### src/rtl/mem_port_arbiter.sv
// Merges the fetch read channel and the data read/write channel onto one shared
// memory port, one transaction in flight, round-robin on ties.
module mem_port_arbiter #(
    parameter int ADDR_W = 64,
    parameter int DATA_W = 64,
    parameter int MASK_W = 8
) (
    input  logic              clk,
    input  logic              rst,
    input  logic              i_req_valid,
    output logic              i_req_ready,
    input  logic [ADDR_W-1:0] i_req_addr,
    output logic              i_rsp_valid,
    output logic [DATA_W-1:0] i_rsp_rdata,
    input  logic              d_req_re,
    input  logic              d_req_we,
    output logic              d_req_ready,
    input  logic [ADDR_W-1:0] d_req_addr,
    input  logic [DATA_W-1:0] d_req_wdata,
    input  logic [MASK_W-1:0] d_req_wmask,
    output logic              d_rsp_valid,
    output logic [DATA_W-1:0] d_rsp_rdata,
    output logic              m_req_valid,
    input  logic              m_req_ready,
    output logic              m_req_we,
    output logic [ADDR_W-1:0] m_req_addr,
    output logic [DATA_W-1:0] m_req_wdata,
    output logic [MASK_W-1:0] m_req_wmask,
    input  logic              m_rsp_valid,
    input  logic [DATA_W-1:0] m_rsp_rdata
);

    typedef enum logic [1:0] {IDLE, ISSUE, WAIT, RESP} state_t;

    state_t            state;
    logic              last_d;
    logic              owner_d;
    logic              cap_we;
    logic [ADDR_W-1:0] cap_addr;
    logic [DATA_W-1:0] cap_wdata;
    logic [MASK_W-1:0] cap_wmask;
    logic [DATA_W-1:0] i_rdata;
    logic [DATA_W-1:0] d_rdata;

    logic i_act, d_act, idle_live, grant_i, grant_d;

    assign i_act     = i_req_valid;
    assign d_act     = d_req_re | d_req_we;
    assign idle_live = !rst && (state == IDLE);
    // On a tie the side that did not win the previous transaction goes first.
    assign grant_d   = idle_live && d_act && (!i_act || !last_d);
    assign grant_i   = idle_live && i_act && !(d_act && !last_d);

    always_ff @(posedge clk) begin
        if (rst) begin
            state     <= IDLE;
            last_d    <= 1'b0;
            owner_d   <= 1'b0;
            cap_we    <= 1'b0;
            cap_addr  <= '0;
            cap_wdata <= '0;
            cap_wmask <= '0;
            i_rdata   <= '0;
            d_rdata   <= '0;
        end else begin
            case (state)
                IDLE: begin
                    if (grant_d) begin
                        owner_d   <= 1'b1;
                        cap_we    <= d_req_we;
                        cap_addr  <= d_req_addr;
                        cap_wdata <= d_req_wdata;
                        cap_wmask <= d_req_we ? d_req_wmask : '0;
                        state     <= ISSUE;
                    end else if (grant_i) begin
                        owner_d   <= 1'b0;
                        cap_we    <= 1'b0;
                        cap_addr  <= i_req_addr;
                        cap_wdata <= '0;
                        cap_wmask <= '0;
                        state     <= ISSUE;
                    end
                end
                ISSUE: if (m_req_ready) state <= WAIT;
                WAIT: begin
                    if (m_rsp_valid) begin
                        if (owner_d) d_rdata <= cap_we ? '0 : m_rsp_rdata;
                        else         i_rdata <= m_rsp_rdata;
                        state <= RESP;
                    end
                end
                RESP: begin
                    last_d <= owner_d;
                    state  <= IDLE;
                end
                default: state <= IDLE;
            endcase
        end
    end

    // Everything is forced low while reset is asserted, even before the state settles.
    assign i_req_ready = grant_i;
    assign d_req_ready = grant_d;
    assign m_req_valid = !rst && (state == ISSUE);
    assign m_req_we    = !rst && cap_we;
    assign m_req_addr  = rst ? '0 : cap_addr;
    assign m_req_wdata = rst ? '0 : cap_wdata;
    assign m_req_wmask = rst ? '0 : cap_wmask;
    assign i_rsp_valid = !rst && (state == RESP) && !owner_d;
    assign d_rsp_valid = !rst && (state == RESP) && owner_d;
    assign i_rsp_rdata = rst ? '0 : i_rdata;
    assign d_rsp_rdata = rst ? '0 : d_rdata;

endmodule

### config.mk
export PLATFORM = sky130hd
export DESIGN_NAME = mem_port_arbiter
export DESIGN_NICKNAME = d
export VERILOG_FILES = /design/src/rtl/mem_port_arbiter.sv
export SDC_FILE = /design/constraint.sdc
export NUM_CORES = 1
export LEC_CHECK = 0
export CAP_MARGIN = 10
export CORE_AREA = 2 2 208 210
export CTS_CLUSTER_DIAMETER = 80
export DETAILED_ROUTE_END_ITERATION = 10
export DIE_AREA = 0 0 210 212
export REMOVE_ABC_BUFFERS = 1
export SLEW_MARGIN = 20
export SYNTH_ARGS = -nofsm -noshare
export SYNTH_HDL_FRONTEND = slang
export SYNTH_SLANG_ARGS = --single-unit
### constraint.sdc
create_clock -name clk -period 2 [get_ports clk]
set_input_delay 0.6 -clock clk [delete_from_list [all_inputs] [get_ports clk]]
set_output_delay 0.6 -clock clk [all_outputs]
set_load 0.05 [all_outputs]
==> flow_summary_export.csv <==
group,metric,value,unit
sta,maxSlewHeadroom,46.0,%
routing,drt_first_pass_iters,6,
place,preCtsSetupSlack,-0.563,ns
floorplanning,io_pins,541,
run_status,status,"complete, but fails checks",
run_status,violations,"negative setup slack",
routing,viasPerCell,5.04,
routing,met2_length,25800,µm
sta,post-route-period-util,117,%
sta,fin_crit,2.34,ns
clocking,tritoncts,"built",
global_routing,grt.overflow.total,0,
synth,syn-cell-area,12300,µm²
floorplanning,chipWidth,210,µm
synth,ys_seq_area_share,43.7,%
place,port_buffers,540,
setup_path,end_kind,"output pin",
power,switching_share,34.8,%
sta,hold_viol,0,
power,powerDensity,932,nW/µm²
global_routing,grt_antenna_before_repair,3,
sta,skew,0.0162,ns
final_layout,multi_input_area,7380,µm²
synth,syn_inst,1445,
clocking,clk_pin_slew_worst_paths,0.05,ns
final_layout,fill_cells,3576,
floorplanning,start_util,29.0,%
floorplanning,fp-row-count,76,
synth,ys_seq_elements,269,
routing,met3_length,3470,µm
sta,clock.fmax,428,MHz
setup_path,crit_fanout,2,
routing,vias,13300,
synth,synth_warnings,0,
clocking,holdBufCountCts,0,
clocking,h-tree-depth,2,
routing,met1_length,21000,µm
power,power.leakage,0.00976,µW
place,hpwl,34400,µm
power,combPwrFrac,43.7,%
global_routing,grt_max_degree,67,
final_layout,synthToLayoutAreaGrowth,96.9,%
setup_path,required,1.40,ns
global_routing,grt_pass1_wl,78200,µm
sta,worst_pin_slew,0.811,ns
floorplanning,dieArea,44500,µm²
final_layout,drive_gt1_share,37.1,%
power,seqPwrFrac,29.7,%
synth,avgSynthCellArea,8.52,µm²
routing,drcViolationCount,0,
power,clockPowerShare,26.6,%
power,p_int,14700,µW
sta,drv_slew,0,
setup_path,critPathLaunchType,"flip-flop",
routing,highest_layer,"met4",
final_layout,final_cell_mix,"267 x dfxtp_1, 266 x clkdlybuf4s50_1, 144 x nor2b_4",
place,gp_congestion,0.819,
setup_path,worstSetupPathType,"flip-flop to output pin",
clocking,clock_sinks,269,
sta,setup_slack,-0.337,ns
final_layout,layout_commonest_cell,"dfxtp_1",
setup_path,cp.arrival,1.74,ns
routing,avgRoutedWirePerCell,19.6,µm
routing,routed_wl,51900,µm
worst_hold_path,hold_path_class,"flip-flop to flip-flop",
power,p_switching,7860,µW
clocking,cts_made_buffers,34,
sta,tns,-21.73,ns
clocking,cts_root_buffer,"clkbuf_16",
job,drv_cap,0,
global_routing,grt_pass1_vias,13200,
global_routing,track_usage,22.4,%
floorplanning,die_y,212,µm
sta,finalSetupViolations,221,
floorplanning,core,42500,µm²
clocking,clkLatencyLatePin,0.54,ns
power,vdd_drop_max,0.632,mV
final_layout,fin_nets,2349,
synth,synth_cell_types,35,
routing,final_antenna_net_count,0,
final_layout,regArea,5390,µm²
sta,rsz0062_at_grt,"yes",
routing,drt_iter0_markers,797,
clocking,cts_buffer_depth,3,
[worst max-delay path, stage by stage (launching register included)]
cell and delay (ns):
dfxtp_2 0.32, inv_2 0.07, ha_4 0.15, nand2b_4 0.06
or3_4 0.36, inv_6 0.10, buf_12 0.14
[stage by stage]
| stage | cells | utilization, % | power, µW | area [µm²] | hold WS (ns) |
|---|---|---|---|---|---|
| global placement | 2532 | 46.9 | 15300 | 19900 | 0.435 |
| floorplan | 1288 | - | 10800 | 11600 | 0.426 |
| CTS | 2637 | 56.1 | 22600 | 23900 | 0.449 |
| global route | 2645 | 57.1 | 23600 | 24300 | 0.466 |
| finish | 2645 | 57.1 | 22600 | 24300 | 0.450 |
| detailed placement | 2532 | 46.9 | 15400 | 19900 | 0.438 |
[logic make-up after synthesis]
logic type | after synthesis | synth area share, %
AO/OA/AOI/OAI | 398 | 21.8
adder cells (fa/ha/maj) | 5 | 0.508
buffers and inverters | 224 | 7.94
flip-flops | 269 | 43.7
multiplexers | 3 | 0.244
AND/OR/NAND/NOR | 546 | 25.8
[power groups by stage]
stage	Combinational [µW]	Clock, µW	Sequential, µW
after detailed placement	8640	0	6710
after global routing	10400	6390	6800
after global placement	8560	0	6700
after CTS	9740	6180	6680
final	9880	6010	6710
after floorplan	4220	0	6540
[repair_timing]
item	4_1_cts	5_1_grt
setup endpoints to repair	298	294
pin swaps	4	1
resized for setup	540	94
buffers inserted	25	6
cloned	21	0
[registers in the layout (all words and copies together) (netlist names)]
signal	count
cap_wmask	8
cap_we	1
cap_wdata	64
cap_addr	64
i_rdata	64
owner_d	1
last_d	1
state	2
d_rdata	64
[worst paths after layout]
kind	from	endpoint	slack, ns	cells after the start
max	state[1]	d_req_ready	-0.34	6
min	i_rdata[51]	i_rdata[51]	0.45	2
max reg2reg	state[1]	i_rdata[34]	0.11	9
min reg2reg	i_rdata[51]	i_rdata[51]	0.45	2
[synthesized netlist by cell type]
master     instances  area, µm²
dfxtp_1          269       5390
nor2b_1          205       1280
nand2_1          130        488
a21oi_1          129        646
clkbuf_1         101        379
a22o_1            72        631
nand2b_1          67        419
inv_1             66        248
o21ai_0           65        325
a311oi_1          64        561
nand3_1           64        320
nand4b_1          64        561
o31ai_1           64        480
buf_2             29        145
buf_1             12       45.0
buf_4              8       60.1
buf_8              5       75.1
ha_1               5       62.6
mux2i_1            3       30.0
and2_1             2       12.5
and3_1             2       12.5
and3b_1            2       17.5
buf_6              2       22.5
nor2_1             2       7.51
nor2_2             2       12.5
or3_1              2       12.5
a2111oi_2          1       15.0
a21o_1             1       7.51
inv_2              1       3.75
nand2b_4           1       13.8
nand3b_1           1       7.51
nor3_1             1       5.00
nor3b_1            1       7.51
o211a_1            1       10.0
o21bai_1           1       7.51
[per-layer routing]
layer / vias to the layer above / global-route usage, %
li1: 6338 / -
met1: 6358 / 27.1
met2: 534 / 38.8
met3: 92 / 5.26
met4: 0 / 7.73
met5: - / 0
[layout make-up]
type,count,share of cell area (%)
timing repair buffer,749,38.9
multi-input combinational,952,30.4
sequential,269,22.2
clock buffer,51,4.22
tap,546,2.82
inverter,67,1.08
clock inverter,9,0.284
antenna,2,0.0206
Note: power is estimated with default switching activity, not from simulation.
